**config.mk**
```make
export PLATFORM = sky130hd
export DESIGN_NAME = int_ctrl
export DESIGN_NICKNAME = d
export VERILOG_FILES = /design/src/rtl/int_pkg.sv /design/src/rtl/int_sync_edge.sv /design/src/rtl/int_ctrl.sv
export SDC_FILE = /design/constraint.sdc
export NUM_CORES = 1
export LEC_CHECK = 0
export CELL_PAD_IN_SITES_DETAIL_PLACEMENT = 0
export CELL_PAD_IN_SITES_GLOBAL_PLACEMENT = 1
export CORE_MARGIN = 5
export CORE_UTILIZATION = 36
export DETAILED_ROUTE_END_ITERATION = 16
export GPL_ROUTABILITY_DRIVEN = 0
export PLACE_DENSITY = 0.84
export SLEW_MARGIN = 30
export SYNTH_ARGS = -nofsm -noshare
export SYNTH_HDL_FRONTEND = slang
export SYNTH_SLANG_ARGS = --single-unit
```
**constraint.sdc**
```tcl
create_clock -name clk -period 2.6 [get_ports clk]
set_clock_uncertainty 0.15 [all_clocks]
set_input_delay 0.39 -clock clk [delete_from_list [all_inputs] [get_ports clk]]
set_output_delay 0.39 -clock clk [all_outputs]
set_load 0.01 [all_outputs]
```
**src/rtl/int_pkg.sv**
```systemverilog
// Shared definitions for the interrupt controller: FSM encoding and default
// vector table layout.
package int_pkg;

  typedef enum logic [1:0] {
    IDLE    = 2'd0,
    REQ     = 2'd1,
    SERVICE = 2'd2
  } state_t;

  localparam int ID_W = 3;

  localparam logic [9:0] DEF_VEC_BASE   = 10'h3F0;
  localparam int         DEF_VEC_STRIDE = 4;

endpackage

```
**src/rtl/int_sync_edge.sv**
```systemverilog
// One interrupt line: two-flop synchroniser, a third flop holding the
// previous synchronised value, and a single-cycle rising-edge pulse.
module int_sync_edge (
  input  logic clk,
  input  logic reset,
  input  logic irq,
  output logic rise
);

  logic s1;
  logic s2;
  logic s3;

  // Shift the asynchronous line through the synchroniser and edge-detect flop
  always_ff @(posedge clk or negedge reset) begin
    if (!reset) begin
      s1 <= 1'b0;
      s2 <= 1'b0;
      s3 <= 1'b0;
    end else begin
      s1 <= irq;
      s2 <= s1;
      s3 <= s2;
    end
  end

  assign rise = s2 & ~s3;

endmodule

```
**src/rtl/int_ctrl.sv**
```systemverilog
// Interrupt controller: edge-latched pending bits, software mask, fixed
// lowest-index-first priority and the request/ack/service/return handshake
// with the CPU control unit. Every output comes straight from a flop.
module int_ctrl
  import int_pkg::*;
#(
  parameter int                N_IRQ      = 4,
  parameter int                VEC_W      = 10,
  parameter logic [VEC_W-1:0]  VEC_BASE   = VEC_W'(DEF_VEC_BASE),
  parameter int                VEC_STRIDE = DEF_VEC_STRIDE
) (
  input  logic              clk,
  input  logic              reset,
  input  logic [N_IRQ-1:0]  irq,
  input  logic              mask_we,
  input  logic [N_IRQ-1:0]  mask_in,
  input  logic              gie,
  input  logic              int_ack,
  input  logic              reti,
  output logic              int_req,
  output logic [VEC_W-1:0]  int_vec,
  output logic [ID_W-1:0]   int_id,
  output logic              in_service,
  output logic [N_IRQ-1:0]  pending,
  output logic [N_IRQ-1:0]  mask
);

  state_t            state;
  logic [N_IRQ-1:0]  rise;
  logic [N_IRQ-1:0]  eligible;
  logic [N_IRQ-1:0]  ack_clr;
  logic [ID_W-1:0]   winner;
  logic              any_eligible;
  logic [VEC_W-1:0]  winner_vec;

  for (genvar g = 0; g < N_IRQ; g++) begin : g_sync
    int_sync_edge u_sync (
      .clk   (clk),
      .reset (reset),
      .irq   (irq[g]),
      .rise  (rise[g])
    );
  end

  assign eligible     = pending & mask;
  assign any_eligible = |eligible;

  // Priority encoder: scanning downwards lets the lowest eligible index win
  always_comb begin
    winner = '0;
    for (int i = N_IRQ - 1; i >= 0; i--) begin
      if (eligible[i]) winner = ID_W'(i);
    end
  end

  // Vector table entry for the winner; wraps modulo 2**VEC_W by width
  assign winner_vec = VEC_BASE + VEC_W'(VEC_STRIDE) * VEC_W'(winner);

  // One-hot clear of the latched source when the CPU takes the request
  always_comb begin
    ack_clr = '0;
    if (state == REQ && int_ack) begin
      for (int i = 0; i < N_IRQ; i++) begin
        if (int_id == ID_W'(i)) ack_clr[i] = 1'b1;
      end
    end
  end

  // Pending bits: a fresh edge always survives a coincident acknowledge clear
  always_ff @(posedge clk or negedge reset) begin
    if (!reset) pending <= '0;
    else        pending <= (pending & ~ack_clr) | rise;
  end

  // Software mask register
  always_ff @(posedge clk or negedge reset) begin
    if (!reset)       mask <= '0;
    else if (mask_we) mask <= mask_in;
  end

  // Handshake FSM; the request is frozen once issued and nothing nests
  always_ff @(posedge clk or negedge reset) begin
    if (!reset) begin
      state      <= IDLE;
      int_req    <= 1'b0;
      int_vec    <= '0;
      int_id     <= '0;
      in_service <= 1'b0;
    end else begin
      case (state)
        IDLE: begin
          if (gie && any_eligible) begin
            state   <= REQ;
            int_req <= 1'b1;
            int_id  <= winner;
            int_vec <= winner_vec;
          end
        end
        REQ: begin
          if (int_ack) begin
            state      <= SERVICE;
            int_req    <= 1'b0;
            int_vec    <= '0;
            in_service <= 1'b1;
          end
        end
        SERVICE: begin
          if (reti) begin
            state      <= IDLE;
            in_service <= 1'b0;
          end
        end
        default: begin
          state      <= IDLE;
          int_req    <= 1'b0;
          int_vec    <= '0;
          in_service <= 1'b0;
        end
      endcase
    end
  end

endmodule

```
After elaboration in Yosys (flattened, before gate mapping)
Cells that the tools add are included.
{ "totals": {"reg_bits": 37, "input_bits": 14, "output_inout_bits": 23, "wordCells": 73} }
{ "op_classes": {"add_sub_neg": 1, "eq_ne": 8, "muxes": 22, "bitwise": 14, "reduce_logical": 9} }
{ "ops": {"columns": ["op", "count"], "rows": [
  ["$pmux W10 S3", 1],
  ["$mux W10", 2],
  ["$mux W2", 7],
  ["$reduce_and A3 Y1", 3],
  ["$and A4 B4 Y4", 2],
  ["$mux W1", 8],
  ["$add A5 B6 Y7 const A", 1],
  ["$eq A3 B2 Y1 const B", 2],
  ["$ne A2 B2 Y1 const B", 3],
  ["$not A1 Y1", 6],
  ["$pmux W1 S3", 2],
  ["$pmux W2 S3", 1],
  ["$and A1 B1 Y1", 4],
  ["$mux W4", 1],
  ["$not A4 Y4", 1],
  ["$or A4 B4 Y4", 1],
  ["$reduce_or A4 Y1", 1],
  ["$eq A3 B1 Y1 const B", 1],
  ["$logic_not A3 Y1", 1],
  ["$eq A2 B1 Y1 const B", 1],
  ["$eq A2 B2 Y1 const B", 1],
  ["$logic_and A1 B1 Y1", 2],
  ["$logic_not A2 Y1", 1],
  ["$reduce_and A2 Y1", 1]
]} }

Longest topological paths before layout
Gate-level depths: netlist of the first run.
{ "depth": {"depth_word": 8, "depth_mapped": 4, "mapped_depth_nobuf": 4} }

Modules after synthesis
A second synthesis of the first run with hierarchy kept.
{ "unflattened": {"cells_unflattened": 83, "area_unflattened_um2": 1093.5} }
{ "modules_own_cells": {"columns": ["module", "instances", "cells_per_inst", "area_each_um2", "seq_area_each_um2"], "rows": [
  ["int_ctrl", 1, 67, 738.2, 400.4],
  ["int_sync_edge", 4, 4, 88.8, 75.1]
]} }

Worst setup path before layout of the first run
No wires, ideal clock.
{ "synth_path": {"path_kind": "register to register", "start": "register state[1]", "end": "register int_id[0]", "setup_time_ps": 83, "t_arrival_ps": 1136, "required_time_ps": 2367, "setup_slack_ps": 1232, "stages_incl_launch_ff": 5, "synth_period_minus_slack_ps": 1368, "path_cell_list": "dfrtp_1 -> or3b_4 -> a21oi_4 -> nand3_1 -> o21ai_0"} }
{ "synth_between": {"elab_chain_cells": 2} }
{ "synth_rtl": {"columns": ["item", "line_no", "rtl"], "rows": [
  ["from (decl)", "int_ctrl.sv:28", "state_t state;"],
  ["from (signal assigned)", "int_ctrl.sv:84", "state <= IDLE;"],
  ["from (signal assigned)", "int_ctrl.sv:93", "state <= REQ;"],
  ["from (signal assigned)", "int_ctrl.sv:101", "state <= SERVICE;"],
  ["$logic_not A2 Y1", "int_ctrl.sv:90", "case (state)"],
  ["$reduce_and A2 Y1 (no source line)", null, null],
  ["to (signal assigned)", "int_ctrl.sv:95", "int_id <= winner;"],
  ["to (decl)", "int_ctrl.sv:22", "output logic [ID_W-1:0] int_id,"]
]} }
No other way between the ends.
A chain may end at the register's enable or synchronous reset.

==> reports/qor.yml, run 1 <==
netlist_top_cells_count: "dfrtp_1, buf_4, o21ai_0"
status: "completed"
grt.total_usage_pct: 10.7
crit_slowest_cell: "clkdlybuf4s50_1"
hold_depth: 0
antenna_found_initial: 0
core_um2: 2780
crit_fanout: 8
p_total_mw: 1.43
synth_area_per_cell_um2: 12.6
synth_seq_area_share_pct: 66.0
slowest_delay_ns: 0.59
ios: 37
hold_path.startpoint: "g_sync[0].u_sync.s1"
ys_warn_count: 0
cp.arrival_ns: 1.39
grt_pass1_wl_um: 3500
placed_cells: 142
fin_nets: 130
layout-drive-gt1-share_pct: 13.9
clk_pin_slew_ns: 0.15
synth_area_um2: 1060
grt_start_max_net_pins: 29
rr_endpoint: "int_vec[2]"
ant_nets: 0
synth-seq-cells: 28
postPlaceCellArea_um2: 1380
fillers: 285
async_flop_share_pct: 100
globalRouteOverflowTotal: 0
start_util_pct: 38.2
ys_top_cells_by_area: "dfrtp_1, buf_4, o21ai_0"
worstPathRequired_ns: 2.06
post_drt_via_cell_ratio: 4.86
port-buffer-count: 33
grt_pass1_vias: 721
worstSkewPairLatency_ns: 0.32
max_freq_mhz: 518
r2r_start: "state[1]"
num_antenna_cells: 0
design_area_um2: 1430
crit_chain: "clkdlybuf4s50_1"
synth_top_flop_cell: "dfrtp_1"
hp-class: "reg2reg"
critPathBufInv: 1
maxCapViolCount: 0
drc_errors: 0
synth_top_area_share_pct: 66.0
cts_root_buf: "clkbuf_4"
finalHoldViolations: 0
wl_um: 2120
yosysTopAreaCell: "dfrtp_1"
worst_setup_path_end_kind: "primary output"
num_vias: 709
drv_slew: 0
regArea_um2: 701
critPathLaunchType: "register"
setup_viol: 0
multi_input_area_um2: 283
ys_types: 19
clock_path_buffers: 2
wl_per_cell_um: 14.5
r2r_setup_slack_ns: 1.08
htree_levels: 1
drt_iter0_drc: 33
fin_crit_sh_pct: 74.3
tns_ns: 0
pre_cts_ws_ns: 0.741
rsz0062_at_grt: "no"
die_x_um: 64.3
syn-instance-count: 84
synth_edf_count: 0
firstDrtPassIters: 4
critPathKind: "reg2out"
cts_tree: "yes"
hold_path_end: "g_sync[0].u_sync.s2"
ctsHoldBuffers: 0
die_area_um2: 4140
die_h_um: 64.3
power_leakage_nw: 0.627
ctsResizeCount: 0
post_cts_buffers: 0
p_per_area_nw_per_um2: 998
worst_slack_ns: 0.668
area_growth_pct: 34.7
final_cells: 146
peakVddDrop_mv: 0.713
yosysMostFrequentCell: "dfrtp_1"
clock-sinks: 28
worst_r2r_path_depth: 4
rows: 19
cpLargestDelayFamily: "buffers and inverters"
period_minus_slack_ns: 1.93
cts_buffers: 3
dp_hpwl_um: 1600
[sequential cells by signal, summed over array words and instances, names as in the netlist]
name              count
g_sync.u_sync.s2      4
int_id                2
in_service            1
g_sync.u_sync.s1      4
int_vec               3
g_sync.u_sync.s3      4
pending               4
state                 2
mask                  4
[per-layer routing]
| layer | part of all wire, % | wire [um] | vias up | global-route usage, % |
|---|---|---|---|---|
| li1 | - | - | 333 | - |
| met1 | 44 | 929 | 341 | 13.7 |
| met2 | 45 | 952 | 33 | 16.8 |
| met3 | 11 | 226 | 2 | 5.08 |
| met4 | 0.38 | 8 | 0 | 1.53 |
| met5 | 0 | 0 | - | 0 |
[worst max-delay path by stage]
| stage | startpoint | endpoint | slack [ns] | cells after the start |
|---|---|---|---|---|
| 2_1_floorplan | state[1] | int_id[0] | 1.23 | 4 |
| 3_3_place_gp | gie | int_vec[2] | 0.80 | 5 |
| 3_5_place_dp | gie | int_vec[2] | 0.74 | 5 |
| 4_1_cts | int_vec[8] | int_vec[5] | 0.64 | 1 |
| 5_1_grt | int_vec[8] | int_vec[6] | 0.56 | 1 |
| 6_report | int_vec[8] | int_vec[5] | 0.67 | 1 |
[cells in the final DEF (no fill, tap or decap), drive strengths merged]
cell type and count:
a211oi 1, bufinv 1, clkbuf 3, nor2 5
o22a 1, buf 1, a22o 1, or3b 1
a21oi 3, conb 3, and3b 1, o21ai 9
nand3 3, nand2 6, a32o 1, a21o 3
a22oi 2, mux2 4, clkdlybuf4s50 33, dfrtp 28
inv 5
[per-stage QoR]
stage / hold slack, ns / utilization (%)
after global placement: 0.182 / 49.6
final: 0.215 / 51.5
after global routing: 0.225 / 51.5
after detailed placement: 0.187 / 49.6
after floorplan: -0.0556 / -
after CTS: 0.220 / 51.5
[power breakdown]
| part | internal, mW | total, mW | switching [mW] |
|---|---|---|---|
| clock | 0.156 | 0.280 | 0.124 |
| combinational | 0.302 | 0.510 | 0.208 |
| sequential | 0.528 | 0.638 | 0.109 |
| total | 0.987 | 1.43 | 0.442 |
[kinds of logic after synthesis]
group / Yosys count / share of synthesized area [%]
AO/OA/AOI/OAI: 21 / 14.0
multiplexers: 4 / 4.24
flip-flops: 28 / 66.0
AND/OR/NAND/NOR: 16 / 7.30
other: 1 / 0.353
buffers and inverters: 14 / 8.13
[final cells by class]
cell class / instances / area share, %
timing repair buffer: 34 / 23.6
sequential: 28 / 49.0
tap: 31 / 2.71
inverter: 5 / 1.31
multi-input combinational: 44 / 19.8
clock buffer: 3 / 1.57
clock inverter: 1 / 2.10
No activity file was read; power rests on OpenSTA's default activity.
==> inputs of run 2 (changes only) <==
--- a/config.mk
+++ b/config.mk
@@ -8,10 +8,10 @@
 export CELL_PAD_IN_SITES_DETAIL_PLACEMENT = 0
 export CELL_PAD_IN_SITES_GLOBAL_PLACEMENT = 1
 export CORE_MARGIN = 5
-export CORE_UTILIZATION = 36
+export CORE_UTILIZATION = 30
 export DETAILED_ROUTE_END_ITERATION = 16
 export GPL_ROUTABILITY_DRIVEN = 0
-export PLACE_DENSITY = 0.84
+export PLACE_DENSITY = 0.75
 export SLEW_MARGIN = 30
 export SYNTH_ARGS = -nofsm -noshare
 export SYNTH_HDL_FRONTEND = slang
==> constraint.sdc (replaced) <==
create_clock -name clk -period 1.57 [get_ports clk]
set_clock_uncertainty 0.15 [all_clocks]
set_input_delay 0.2355 -clock clk [delete_from_list [all_inputs] [get_ports clk]]
set_output_delay 0.2355 -clock clk [all_outputs]
set_load 0.01 [all_outputs]
==> reports/qor.yml, run 2 (synthesis results as in run 1) <==
status: "completed"
dp_hpwl_um: 1680  # +4.6%
htree_levels: 1  # unchanged
fillers: 331  # +16%
drt_iter0_drc: 39  # +18%
rsz0062_at_grt: "no"
globalRouteOverflowTotal: 0  # unchanged
cts_tree: "yes"
die_x_um: 69.5  # +8.1%
die_h_um: 69.5  # +8.1%
port-buffer-count: 33  # unchanged
p_per_area_nw_per_um2: 1570  # +58%
critPathLaunchType: "register"
wl_um: 2330  # +10%
die_area_um2: 4830  # +17%
ctsHoldBuffers: 0  # unchanged
drc_errors: 0  # unchanged
drv_slew: 0  # unchanged
peakVddDrop_mv: 0.578  # -19%
setup_viol: 0  # unchanged
finalHoldViolations: 0  # unchanged
num_antenna_cells: 0  # unchanged
grt_start_max_net_pins: 29  # unchanged
crit_fanout: 5  # -3
multi_input_area_um2: 293  # +3.5%
antenna_found_initial: 0  # unchanged
fin_crit_sh_pct: 95.6
clock_path_buffers: 2  # unchanged
layout-drive-gt1-share_pct: 30.0  # +16 points
grt.total_usage_pct: 9.98  # -0.68 points
critPathKind: "reg2reg"
max_freq_mhz: 667
cts_buffers: 3  # unchanged
maxCapViolCount: 0  # unchanged
start_util_pct: 31.3  # -6.9 points
wl_per_cell_um: 13.2  # -8.7%
cts_root_buf: "clkbuf_4"
rows: 21  # +2
mostFrequentLayoutCells: "dfrtp_1, dlygate4sd2_1, buf_4"
regArea_um2: 704  # +0.54%
power_leakage_nw: 0.710  # +13%
p_total_mw: 2.43  # +70%
num_vias: 786  # +11%
area_growth_pct: 45.0
cp.arrival_ns: 1.62  # +0.23 ns
clk_pin_slew_ns: 0.15  # about the same
holdWs_ns: 0.100  # -0.115 ns
hp-class: "in2async"
period_minus_slack_ns: 1.50
fin_nets: 145  # +12%
ant_nets: 0  # unchanged
core_um2: 3390  # +22%
clock-sinks: 28  # unchanged
worst_setup_path_end_kind: "register"
grt_pass1_wl_um: 3840  # +9.9%
worstPathRequired_ns: 1.69  # -0.37 ns
worstSkewPairLatency_ns: 0.33  # about the same
post_drt_via_cell_ratio: 4.47  # -8.0%
mostFrequentLayoutCell: "dfrtp_1"
ios: 37  # unchanged
grt_pass1_vias: 815  # +13%
firstDrtPassIters: 2  # -2
[run 2: changes by cell type in the layout (fill, tap and decap cells not counted), sizes merged]
cell / delta
buf: +15
clkbuf: +3
clkdlybuf4s50: -20
dlygate4sd2: +17
[run 2: where the power goes]
group / internal, mW / switching (mW)
registers: 0.882 / 0.103
logic: 0.509 / 0.460
clock network: 0.258 / 0.213
total: 1.65 / 0.776
[run 2: metrics by stage]
stage          cell area, um^2  cells  util [%]  TNS, ns  worst slack (ns)
3_5_place_dp              1410    159      41.7   -0.408            -0.134
5_1_grt                   1540    176      45.4        0           0.00187
4_1_cts                   1530    174      45.1        0            0.0118
6_report                  1540    176      45.4        0            0.0698
2_1_floorplan             1070     86         -        0             0.202
3_3_place_gp              1410    159      41.7   -0.281           -0.0868
[run 2: worst max-delay path, cell delays in order, from the launching register on]
cell and delay (ns):
dfrtp_2 0.45, or3b_4 0.44, a21oi_4 0.18, nand3_1 0.12, o21ai_1 0.10
[run 2: worst paths after layout]
| check | start | endpoint | slack [ns] | cells after the start |
|---|---|---|---|---|
| worst max register to register | state[1] | int_id[0] | 0.07 | 4 |
| worst min register to register | g_sync[1].u_sync.s1 | g_sync[1].u_sync.s2 | 0.22 | 0 |
| min in group clk | irq[0] | g_sync[0].u_sync.s1 | 0.18 | 1 |
| worst min-delay path | reset | in_service | 0.10 | 2 |
| worst max-delay path | state[1] | int_id[0] | 0.07 | 4 |
| max in group asynchronous | reset | int_vec[8] | 0.89 | 2 |
[run 2: final cells by class]
cell class,count,share of cell area (%)
inverter,5,1.22
tap,46,3.74
sequential,28,45.7
clock inverter,1,1.95
clock buffer,3,1.46
timing repair buffer,49,26.9
multi-input combinational,44,19.0
[run 2: layer usage]
metal	global-route usage [%]	up-vias	wire [um]
met2	16.6	30	1140
met3	5.80	2	231
met1	10.9	386	940
met4	2.39	0	12
li1	-	368	-
met5	0	-	0
[run 2: timing repair]
item / CTS / global route
resized for setup: 24 / 8
buffers inserted: 11 / 2
endpoints found under the setup margin: 20 / 6
endpoints found under the hold margin: 0 / 0
==> inputs of run 3 (changes only) <==
--- a/config.mk
+++ b/config.mk
@@ -9,6 +9,7 @@
 export CELL_PAD_IN_SITES_GLOBAL_PLACEMENT = 1
 export CORE_MARGIN = 5
 export CORE_UTILIZATION = 30
+export CTS_CLUSTER_DIAMETER = 100
 export DETAILED_ROUTE_END_ITERATION = 16
 export GPL_ROUTABILITY_DRIVEN = 0
 export PLACE_DENSITY = 0.75
==> results of run 3 <==
The final DEF is identical to that of run 2; final timing and power are the same.
